File: config.mk
export PLATFORM = sky130hd
export DESIGN_NAME = fft_dif_stage
export DESIGN_NICKNAME = d
export VERILOG_FILES = /design/src/rtl/fft_pkg.sv /design/src/rtl/fft_twiddle_rom.sv /design/src/rtl/fft_dif_stage.sv
export SDC_FILE = /design/constraint.sdc
export NUM_CORES = 1
export LEC_CHECK = 0
export BUFFER_PORTS_ARGS = -buffer_cell sky130_fd_sc_hd__buf_2
export CELL_PAD_IN_SITES_DETAIL_PLACEMENT = 0
export CELL_PAD_IN_SITES_GLOBAL_PLACEMENT = 1
export CORE_UTILIZATION = 35
export DETAILED_ROUTE_END_ITERATION = 8
export GPL_ROUTABILITY_DRIVEN = 0
export PLACE_DENSITY_LB_ADDON = 0.1
export SYNTH_ARGS = -nofsm -noshare
export SYNTH_HDL_FRONTEND = slang
export SYNTH_SLANG_ARGS = --single-unit
File: constraint.sdc
create_clock -name clk -period 10.1 [get_ports clk]
set_input_delay 1.01 -clock clk [delete_from_list [all_inputs] [get_ports clk]]
set_output_delay 1.01 -clock clk [all_outputs]
set_load 0.01 [all_outputs]
File: src/rtl/fft_pkg.sv
// Shared types, Q8 twiddle tables and round/narrow helpers for the streaming FFT stages.
package fft_pkg;

    localparam int N_MAX = 64;
    localparam int TW    = 10;

    typedef struct packed {
        logic signed [TW-1:0] re;
        logic signed [TW-1:0] im;
    } cplx_tw_t;

    typedef struct packed {
        logic signed [47:0] val;
        logic               ovf;
    } narrow_t;

    // cos/sin(2*pi*k/N_MAX) scaled by 256, round-to-nearest
    localparam logic signed [TW-1:0] COS_Q8 [N_MAX/2] = '{
        10'sd256,  10'sd255,  10'sd251,  10'sd245,  10'sd237,  10'sd226,  10'sd213,  10'sd198,
        10'sd181,  10'sd162,  10'sd142,  10'sd121,  10'sd98,   10'sd74,   10'sd50,   10'sd25,
        10'sd0,   -10'sd25,  -10'sd50,  -10'sd74,  -10'sd98,  -10'sd121, -10'sd142, -10'sd162,
       -10'sd181, -10'sd198, -10'sd213, -10'sd226, -10'sd237, -10'sd245, -10'sd251, -10'sd255
    };

    localparam logic signed [TW-1:0] SIN_Q8 [N_MAX/2] = '{
        10'sd0,    10'sd25,   10'sd50,   10'sd74,   10'sd98,   10'sd121,  10'sd142,  10'sd162,
        10'sd181,  10'sd198,  10'sd213,  10'sd226,  10'sd237,  10'sd245,  10'sd251,  10'sd255,
        10'sd256,  10'sd255,  10'sd251,  10'sd245,  10'sd237,  10'sd226,  10'sd213,  10'sd198,
        10'sd181,  10'sd162,  10'sd142,  10'sd121,  10'sd98,   10'sd74,   10'sd50,   10'sd25
    };

    function automatic logic signed [47:0] round_shift(input logic signed [47:0] v, input int frac);
        return (v + (48'sd1 <<< (frac - 1))) >>> frac;
    endfunction

    // Clamp to the signed dw-bit range when sat is set, otherwise keep the low dw bits.
    function automatic narrow_t narrow(input logic signed [47:0] v, input int dw, input bit sat);
        narrow_t r;
        logic signed [47:0] hi;
        logic signed [47:0] lo;
        hi    = (48'sd1 <<< (dw - 1)) - 48'sd1;
        lo    = -(48'sd1 <<< (dw - 1));
        r.val = v;
        r.ovf = 1'b0;
        if (sat) begin
            if (v > hi) begin
                r.val = hi;
                r.ovf = 1'b1;
            end else if (v < lo) begin
                r.val = lo;
                r.ovf = 1'b1;
            end
        end else begin
            r.val = (v <<< (48 - dw)) >>> (48 - dw);
        end
        return r;
    endfunction

endpackage

File: src/rtl/fft_twiddle_rom.sv
// Combinational twiddle lookup W_N^m = cos - i*sin, read from the N_MAX table at m*(N_MAX/N).
module fft_twiddle_rom
    import fft_pkg::*;
#(
    parameter int N = 16
) (
    input  logic [4:0]    m,
    output logic [TW-1:0] w_re,
    output logic [TW-1:0] w_im
);

    localparam logic [4:0] STEP = 5'(N_MAX / N);

    logic [4:0] idx;

    assign idx  = m * STEP;
    assign w_re = COS_Q8[idx];
    assign w_im = -SIN_Q8[idx];

endmodule

File: src/rtl/fft_dif_stage.sv
// Pipelined radix-2 DIF butterfly: x = a + b, y = (a - b) * W_N^m, two register stages.
// Define FFT_STAGE_SAT_EN to saturate results and report ovf; otherwise results wrap and ovf is 0.
module fft_dif_stage
    import fft_pkg::*;
#(
    parameter int N     = 16,
    parameter int STAGE = 1,
    parameter int DW    = 16,
    parameter int FRAC  = 8
) (
    input  logic          clk,
    input  logic          rst_n,
    input  logic          clr,
    input  logic          in_valid,
    output logic          in_ready,
    input  logic [2*DW-1:0] in_a,
    input  logic [2*DW-1:0] in_b,
    input  logic          in_last,
    output logic          out_valid,
    input  logic          out_ready,
    output logic [2*DW-1:0] out_x,
    output logic [2*DW-1:0] out_y,
    output logic          out_last,
    output logic          frame_err,
    output logic          ovf
);

    localparam int JW   = $clog2(N) - 1;
    localparam int CW   = DW + 1;
    localparam int PW   = CW + TW + 1;
    localparam int SPAN = N >> (STAGE + 1);
    localparam logic [JW-1:0] J_LAST    = JW'(N / 2 - 1);
    localparam logic [JW-1:0] SPAN_MASK = JW'(SPAN - 1);
`ifdef FFT_STAGE_SAT_EN
    localparam bit SAT_EN = 1'b1;
`else
    localparam bit SAT_EN = 1'b0;
`endif

    logic [JW-1:0]        j;
    logic                 accept;
    logic                 s1_valid, s1_last, s2_valid, s2_last;
    logic                 s1_adv, s2_adv;
    logic signed [DW-1:0] a_re, a_im, b_re, b_im;
    logic signed [CW-1:0] s_re, s_im, d_re, d_im;
    logic signed [TW-1:0] w_re, w_im;
    logic [TW-1:0]        rom_re, rom_im;
    logic [4:0]           tw_m;
    logic signed [PW-1:0] yr_full, yi_full;
    narrow_t              nx_re, nx_im, ny_re, ny_im;
    logic                 any_ovf;
    logic                 unused_bits;

    // Handshake: a beat moves when valid and ready are both high on a rising edge; each
    // register stage advances when empty or when the stage after it advances.
    assign s2_adv   = !s2_valid || out_ready;
    assign s1_adv   = !s1_valid || s2_adv;
    assign in_ready = s1_adv && !clr;
    assign accept   = in_valid && in_ready;

    assign a_re = in_a[2*DW-1:DW];
    assign a_im = in_a[DW-1:0];
    assign b_re = in_b[2*DW-1:DW];
    assign b_im = in_b[DW-1:0];

    assign tw_m = 5'(j & SPAN_MASK) << STAGE;

    fft_twiddle_rom #(.N(N)) u_rom (
        .m    (tw_m),
        .w_re (rom_re),
        .w_im (rom_im)
    );

    // A misplaced in_last flags an error and restarts counting at the next beat.
    always_ff @(posedge clk or negedge rst_n) begin
        if (!rst_n) begin
            j         <= '0;
            frame_err <= 1'b0;
        end else if (clr) begin
            j         <= '0;
            frame_err <= 1'b0;
        end else if (accept) begin
            j <= (in_last || j == J_LAST) ? '0 : j + 1'b1;
            if (in_last && j != J_LAST) frame_err <= 1'b1;
        end
    end

    always_ff @(posedge clk or negedge rst_n) begin
        if (!rst_n) begin
            s1_valid <= 1'b0;
            s1_last  <= 1'b0;
            s_re     <= '0;
            s_im     <= '0;
            d_re     <= '0;
            d_im     <= '0;
            w_re     <= '0;
            w_im     <= '0;
        end else if (clr) begin
            s1_valid <= 1'b0;
        end else if (s1_adv) begin
            s1_valid <= in_valid;
            if (in_valid) begin
                s_re    <= CW'(a_re) + CW'(b_re);
                s_im    <= CW'(a_im) + CW'(b_im);
                d_re    <= CW'(a_re) - CW'(b_re);
                d_im    <= CW'(a_im) - CW'(b_im);
                w_re    <= rom_re;
                w_im    <= rom_im;
                s1_last <= (j == J_LAST);
            end
        end
    end

    always_comb begin
        yr_full = PW'(d_re) * PW'(w_re) - PW'(d_im) * PW'(w_im);
        yi_full = PW'(d_re) * PW'(w_im) + PW'(d_im) * PW'(w_re);
        nx_re   = narrow(48'(s_re), DW, SAT_EN);
        nx_im   = narrow(48'(s_im), DW, SAT_EN);
        ny_re   = narrow(round_shift(48'(yr_full), FRAC), DW, SAT_EN);
        ny_im   = narrow(round_shift(48'(yi_full), FRAC), DW, SAT_EN);
        any_ovf = nx_re.ovf | nx_im.ovf | ny_re.ovf | ny_im.ovf;
    end

    always_ff @(posedge clk or negedge rst_n) begin
        if (!rst_n) begin
            s2_valid <= 1'b0;
            s2_last  <= 1'b0;
            out_x    <= '0;
            out_y    <= '0;
        end else if (clr) begin
            s2_valid <= 1'b0;
        end else if (s2_adv) begin
            s2_valid <= s1_valid;
            if (s1_valid) begin
                out_x   <= {nx_re.val[DW-1:0], nx_im.val[DW-1:0]};
                out_y   <= {ny_re.val[DW-1:0], ny_im.val[DW-1:0]};
                s2_last <= s1_last;
            end
        end
    end

    assign out_valid = s2_valid;
    assign out_last  = s2_valid && s2_last;

`ifdef FFT_STAGE_SAT_EN
    always_ff @(posedge clk or negedge rst_n) begin
        if (!rst_n) begin
            ovf <= 1'b0;
        end else if (clr) begin
            ovf <= 1'b0;
        end else if (s2_adv && s1_valid && any_ovf) begin
            ovf <= 1'b1;
        end
    end
    assign unused_bits = ^{nx_re.val[47:DW], nx_im.val[47:DW], ny_re.val[47:DW], ny_im.val[47:DW]};
`else
    assign ovf         = 1'b0;
    assign unused_bits = ^{nx_re.val[47:DW], nx_im.val[47:DW], ny_re.val[47:DW], ny_im.val[47:DW],
                           any_ovf};
`endif

endmodule
Word-level counts from Yosys, hierarchy flattened. Memories as Yosys holds them, arrays and structs flattened. A register that Yosys moved wholly into a read port is not among the register bits. Index checks and enable logic that the tools add are counted.

Memories kept: 2. ROM bits: 640. Output and inout port bits: 69. Input port bits: 70. Logic and storage cells: 64. Register bits: 148.

Bitwise logic cells: 2. Multiplexer cells: 12. Magnitude comparators: 1. $mul: 4. Equality and inequality tests: 2. Add/sub/neg operators: 10. Reduce and logical (&&, ||, !) cells: 18.

Memory list: (no name shown) (words 32, bits a word 10, read ports 1, clocked after Yosys merged registers in 0, write ports 0, line fft_twiddle_rom.sv:18) `assign w_im = -SIN_Q8[idx];`; (no name shown) (words 32, bits a word 10, read ports 1, clocked after Yosys merged registers in 1, write ports 0, line fft_twiddle_rom.sv:17) `assign w_re = COS_Q8[idx];`.

Operators by type and width (count): multiplier 17 x 10 -> 24 bit (4); adder 24 x 9 -> 24 bit (second input constant) (2); subtractor 16 x 16 -> 17 bit (2); adder 16 bit (2); adder 24 bit (1); subtractor 24 bit (1); two-way mux 10 bit (2); negation 10 bit (1); two-way mux 3 bit (3); nonzero test 2 bit (4); two-way mux 1 bit (7); greater-or-equal comparator 6 bit (second input constant) (1); NOT 5 -> 6 bit (1); AND reduction 3 bit (2); logical AND 1 bit (4); zero test 1 bit (4); adder 3 x 1 -> 3 bit (second input constant) (1); equality test 3 bit (second input constant) (1); logical OR 1 bit (3); != test 3 bit (second input constant) (1); AND reduction 2 bit (1); NOT 1 bit (1).

Longest topological paths before layout. Gate-level depths: netlist (run 1).

Depth in word-level cells: 7. Gate-level depth with buffers: 29. Depth with buffers taken out: 27.

Modules after synthesis. A second synthesis (run 1) with hierarchy kept.

Cells, all modules: 3538. Area, all modules: 31317.5 µm².

Modules (own cells, without submodules): fft_dif_stage (instances 1, sequential area each 3903.7 µm², cells each 3478, area each 30908.4 µm²); fft_twiddle_rom (instances 1, sequential area each 0.0 µm², cells each 60, area each 409.1 µm²).

Worst setup path after synthesis (run 1). Ideal clock, no wire load.

Path type: register -> register. Start point: reg w_re[6]. End point: reg out_y[31]. Path buffers: 2. Required time: 9.967 ns. Clock period less this slack: 6.901 ns. Slack: 3.199 ns. Stages on the path, launching flop included: 26. Arrival time: 6.768 ns. Setup time: 0.133 ns. Cell sequence: dfrtp_1 > clkbuf_1 > clkbuf_1 > nand2_1 > inv_1 > fa_1 > inv_1 > fa_1 > fa_1 > inv_1 > fa_1 > fa_1 > inv_1 > fa_1 > inv_1 > fa_1 > ha_1 > and3_1 > a211oi_4 > a21oi_2 > a21oi_4 > o21ai_2 > or4_4 > a41o_1 > xnor2_1 > o21ai_1.

Longest elaborated chain between the ends: 3.

Ends and longest elaborated chain: from (decl) (line fft_dif_stage.sv:46) `logic signed [TW-1:0] w_re, w_im;`; multiplier 17 x 10 -> 24 bit (line fft_dif_stage.sv:115) `yr_full = PW'(d_re) * PW'(w_re) - PW'(d_im) * PW'(w_im);`; subtractor 24 bit (line fft_dif_stage.sv:115); adder 24 x 9 -> 24 bit (line fft_pkg.sv:33) `return (v + (48'sd1 <<< (frac - 1))) >>> frac;`; to (signal assigned) (line fft_dif_stage.sv:136) `out_y <= {ny_re.val[DW-1:0], ny_im.val[DW-1:0]};`; to (decl) (line fft_dif_stage.sv:22) `output logic [2*DW-1:0] out_y,`.

Every way passes these cells. A chain may end at the register's enable or synchronous reset.

Worst setup path after layout (run 1).
Start point: reg w_im[6]. End point: reg out_y[31].

Longest elaborated chain between the ends: 3.

Ends and longest elaborated chain: from (decl) (line fft_dif_stage.sv:46); from (signal assigned) (line fft_dif_stage.sv:108) `w_im <= rom_im;`; multiplier 17 x 10 -> 24 bit (line fft_dif_stage.sv:115); subtractor 24 bit (line fft_dif_stage.sv:115); adder 24 x 9 -> 24 bit (line fft_pkg.sv:33).

Every way passes these cells.

==> results.json, run 1 <==
{
  "avgSynthCellArea_um2": 9.81,
  "yosysSeqAreaShare": 0.136,
  "hold_violations": 0,
  "die_y_um": 274,
  "drc": 0,
  "antenna_found_initial": 0,
  "status": "complete, no violations",
  "synth_edf_count": 0,
  "htree_num_levels": 4,
  "area_growth_pct": 10.3,
  "drtIter0Drc": 553,
  "drive_gt1_frac": 0.0883,
  "slew_viol_final": 0,
  "ant_nets": 0,
  "post_cts_buffers": 0,
  "max-slew-margin-rel": 0.468,
  "criticalPathCategory": "register to register",
  "critPathLaunchType": "register",
  "cp-end-kind": "register",
  "rows": 99,
  "fmax_mhz": 137,
  "clock_path_buffers": 2,
  "rr_worst_depth": 23,
  "synth_warnings": 0,
  "synth_area_leaders": "fa_1 (41%), dfrtp_1 (14%), ha_1 (13%)",
  "worst-r2r-setup-slack_ps": 2790,
  "clkLatencyLatePin_ps": 490,
  "timing.rr.end": "out_y[31]",
  "coreArea_um2": 73100,
  "io_pins": 139,
  "cts_hold_buffers": 0,
  "finalClockSkew_ps": 21.2,
  "r2r-start": "w_im[6]",
  "cap_violations": 0,
  "arrival_ps": 7650,
  "worst_slew_pin_slew_ps": 797,
  "via_per_inst": 4.49,
  "n_fill_cell": 7402,
  "crit_start": "w_im[6]",
  "die_x_um": 274,
  "synth.distinct_cells": 62,
  "clock-sinks": 141,
  "cts_resized": 0,
  "start_util": 0.355,
  "grt_max_degree": 79,
  "hold_start": "out_y[12]",
  "grt_pass1_vias": 19200,
  "regArea_um2": 3530,
  "wirelength_um": 65300,
  "hold_path_end": "out_y[12]",
  "hp-class": "register to register",
  "rsz0062_at_grt": "false",
  "worst-path-max-fanout": 35,
  "nets": 3696,
  "die_area_um2": 75200,
  "cts-root-buf": "clkbuf_16",
  "synth_top_area_share": 0.411,
  "period_minus_slack_ps": 7310,
  "hold-path-cell-count": 2,
  "grt.overflow.total": 0,
  "cts_tree": "built",
  "via_count": 17100,
  "cts_buffers": 17,
  "post_drt_wl_per_cell_um": 17.2,
  "multi_input_area_um2": 19700,
  "required_ps": 10440,
  "timing.final.crit_share": 0.724,
  "grtUsageTotal": 0.189,
  "dp_hpwl_um": 56600,
  "synth-seq-cells": 141,
  "synth_flop_cell": "dfrtp_1",
  "syn_area_um2": 25900,
  "first_pass_iters": 4,
  "async_flop_share": 1.00,
  "io_buffer_count": 137,
  "yosysTopAreaCell": "fa_1",
  "grt_pass1_wl_um": 107000,
  "synth_cells": 2643,
  "setup_viol": 0,
  "clk_pin_slew_ps": 70,
  "final.setup.tns_ps": 0
}
per-stage QoR:
stage | utilization | setup WS (ps) | instances | hold slack (ps) | area [µm²]
3_3_place_gp | 0.383 | 2810 | 3770 | 461 | 28000
5_1_grt | 0.391 | 2430 | 3802 | 506 | 28600
4_1_cts | 0.391 | 2700 | 3802 | 481 | 28600
6_report | 0.391 | 2790 | 3804 | 480 | 28600
2_1_floorplan | - | 3200 | 2720 | 439 | 26200
3_5_place_dp | 0.383 | 2730 | 3770 | 466 | 28000
worst max-delay path by stage:
stage | to | slack, ps | cells after the start
6_report | out_y[31] | 2790 | 23
5_1_grt | out_y[31] | 2430 | 23
4_1_cts | out_y[31] | 2700 | 23
3_5_place_dp | out_y[31] | 2730 | 23
3_3_place_gp | out_y[31] | 2810 | 26
2_1_floorplan | out_y[31] | 3200 | 25
cell usage after synthesis, types with 21 or more instances:
| cell | number |
|---|---|
| clkbuf_1 | 65 |
| ha_1 | 263 |
| nor2_1 | 66 |
| inv_1 | 734 |
| mux2_2 | 40 |
| dfrtp_1 | 141 |
| nand2_1 | 226 |
| o21ai_0 | 92 |
| a21oi_1 | 52 |
| fa_1 | 533 |
| xor2_1 | 25 |
| nand2b_1 | 21 |
| o31ai_1 | 26 |
| nor2b_1 | 37 |
| xnor2_1 | 87 |
| and2_1 | 70 |
routing by layer:
layer,vias to the layer above,share of wire,GRT usage
li1,8195,-,-
met2,184,0.52,0.336
met1,8677,0.44,0.245
met4,0,0.015,0.0420
met5,-,0,0
met3,37,0.021,0.0218
logic make-up after synthesis:
family | synth area share
buffers and inverters | 0.116
adders and majority gates | 0.538
and+or+nand+nor | 0.0897
AOI/OAI and AO/OA | 0.0635
DFF | 0.136
xor gates and xnor gates | 0.0378
muxes | 0.0181
other | 0.000290
area by class of cell:
cell class / count / share of cell area
multi-input combinational: 1778 / 0.688
sequential: 141 / 0.123
inverter: 734 / 0.0963
tap: 959 / 0.0419
timing repair buffer: 158 / 0.0297
clock buffer: 18 / 0.0150
clock inverter: 14 / 0.00512
antenna: 2 / 0.000175
sequential cells by signal (all words and copies together), names as in the netlist, 2 cells and up:
| name | flops |
|---|---|
| d_re | 17 |
| out_y | 32 |
| j | 3 |
| d_im | 17 |
| s_im | 15 |
| s_re | 15 |
| w_re | 3 |
| w_im | 2 |
| out_x | 32 |
critical path, stage by stage, from the launching register on:
cell      delay, ps
dfrtp_1         410
buf_4           350
and2_1          490
fa_1            470
inv_1            80
fa_1            450
fa_1            570
inv_1            60
fa_1            480
fa_1            550
inv_1            50
fa_1            480
inv_1            50
fa_1            440
ha_1            320
and3_1          210
a211oi_4        310
a21oi_2         150
a21oi_4         220
o21ai_2         110
or4_4           440
a41o_1          260
xnor2_1         130
o21ai_1          70
placed cells by master (no fill, tap or decap), types with 5 or more instances in the layout:
cell       instances
nand2_1          225
a21o_1             5
nor2_1            66
nor3_1            18
and2_1            70
xnor2_1           87
dfrtp_1          141
a211oi_1           7
clkbuf_16         17
o31ai_1           26
o21a_1             5
o21ai_1           10
or3_1              9
xor2_1            25
inv_6              5
nand2b_1          21
buf_2            136
o21ai_0           92
mux2_2            40
a21oi_1           52
ha_1             263
conb_1            79
nor2b_1           37
and3_1             9
inv_1            734
fa_1             533
nand3_1           14
buf_4             21
o41ai_1            6
o211ai_1           5
o21bai_1          13
Power of run 1 is left out: the tool's default activity adds up to more than one toggle a clock period on the data nets, which glitch-free logic cannot reach.
==> run 2: changes to the inputs <==
Clock period 10.1 ns to 7.5 ns, I/O delays scaled along.
==> run 2 against run 1 <==
Net effect: register-to-register slack worse by 2400 ps; first-iteration DRC count up 9.6%; global-route usage up 0.87 points.
==> results.json, run 2 (synthesis gave the netlist of run 1 again) <==
{
  "crit_path_frequent_cell": "fa_1",
  "drc": 0,
  "rsz0062_at_grt": "false",
  "first_pass_iters": 5,
  "start_util": 0.355,
  "area_growth_pct": 11.4,
  "diodes": 0,
  "top_regs": "out_x x32, out_y x32",
  "status": "complete, no violations",
  "cts-root-buf": "clkbuf_16",
  "grt.overflow.total": 0,
  "layout_common_cells": "inv_1 (734), fa_1 (533), ha_1 (263)",
  "grt_pass1_vias": 19700,
  "critPathLaunchType": "register",
  "coreArea_um2": 73100,
  "grtUsageTotal": 0.198,
  "htree_num_levels": 4,
  "worst_slew_pin_slew_ps": 1120,
  "cp-end-kind": "register",
  "slowest_delay_ps": 640,
  "cts_buffers": 17,
  "placed_area_um2": 28300,
  "final_common_cell": "inv_1",
  "nets": 3729,
  "r2r-start": "w_im[6]",
  "path_delay_family": "adder cells",
  "io_buffer_count": 137,
  "cts_tree": "built",
  "wirelength_um": 68500,
  "criticalPathCategory": "register to register",
  "fmax_mhz": 141,
  "critPathSlowestCell": "dfrtp_1",
  "die_area_um2": 75200,
  "cap_violations": 0,
  "cp.buffers_inverters": 4,
  "slew_viol_final": 0,
  "antenna_found_initial": 0,
  "via_count": 17400,
  "clock-sinks": 141,
  "arrival_ps": 7450,
  "n_fill_cell": 7461,
  "via_per_inst": 4.53,
  "grt_pass1_wl_um": 112000,
  "worst-path-max-fanout": 14,
  "ant_nets": 0,
  "clkLatencyLatePin_ps": 500,
  "clk_pin_slew_ps": 90,
  "design_area_um2": 28900,
  "dp_hpwl_um": 59300,
  "multi_input_area_um2": 19700,
  "finalClockSkew_ps": 18.3,
  "io_pins": 139,
  "clock_path_buffers": 2,
  "setup_viol": 0,
  "rows": 99,
  "max-slew-margin-rel": 0.246,
  "grt_max_degree": 81,
  "die_y_um": 274,
  "worst-r2r-setup-slack_ps": 410,
  "drtIter0Drc": 606,
  "timing.rr.end": "out_y[15]",
  "rr_worst_depth": 21,
  "period_minus_slack_ps": 7090,
  "die_x_um": 274,
  "required_ps": 7860,
  "timing.final.crit_share": 0.946,
  "hold_violations": 0,
  "path_cells": "buf_4 > nand2_1 > fa_1 > inv_1 > fa_1 > inv_1 > fa_1 > inv_1 > fa_1 > fa_1 > fa_1 > fa_1 > ha_1 > or4_1 > nand3_1 > o21ai_2 > a41oi_2 > o211ai_1 > a31oi_1 > xnor2_1 > o21ai_1",
  "fin_util": 0.395,
  "regArea_um2": 3530,
  "post_drt_wl_per_cell_um": 17.9,
  "hp-class": "input pin to async pin",
  "final.setup.tns_ps": 0,
  "drive_gt1_frac": 0.0991
}
run 2: cell count changes in the layout (fill, tap and decap cells not counted):
cell	change
diode_2	-2
inv_6	-1
bufinv_16	+1
clkinv_8	+1
clkbuf_1	-1
buf_4	+31
clkinv_4	-2
buf_6	+2
inv_8	+2
run 2: final cells by class:
cell class | count | area share
Clock buffer | 17 | 0.0147
Clock inverter | 15 | 0.00654
Inverter | 734 | 0.0953
Multi-Input combinational cell | 1778 | 0.682
Sequential cell | 141 | 0.122
Tap cell | 959 | 0.0415
Timing Repair Buffer | 191 | 0.0382
run 2: layer usage:
layer / share of wire / GRT usage / up-vias / routed length, µm
li1: - / - / 8226 / -
met1: 0.44 / 0.257 / 8937 / 30400
met2: 0.53 / 0.358 / 164 / 36200
met3: 0.018 / 0.0190 / 27 / 1250
met4: 0.0091 / 0.0336 / 0 / 621
met5: 0 / 0 / - / 0
run 2: repair_timing:
action | 4_1_cts | 5_1_grt
hold buffers | 0 | 0
resized for setup | 0 | 2
setup endpoints to repair | 0 | 3
buffers inserted | 0 | 0
run 2: how the worst max path moves through the flow:
stage / start / to / depth (start not counted)
final: w_im[6] / out_y[15] / 21
after global routing: w_re[7] / out_y[15] / 25
after floorplan: w_re[6] / out_y[31] / 25
after global placement: w_re[7] / out_y[15] / 25
after CTS: w_re[7] / out_y[15] / 25
after detailed placement: w_re[7] / out_y[15] / 25
run 2: metrics by stage:
stage | setup slack [ps] | hold WS [ps] | cells
floorplan | 599 | 439 | 2720
global placement | 375 | 463 | 3803
detailed placement | 327 | 465 | 3803
CTS | 295 | 311 | 3835
global route | 37.9 | 358 | 3835
finish | 408 | 292 | 3835
Power of run 2 is left out for the same reason.
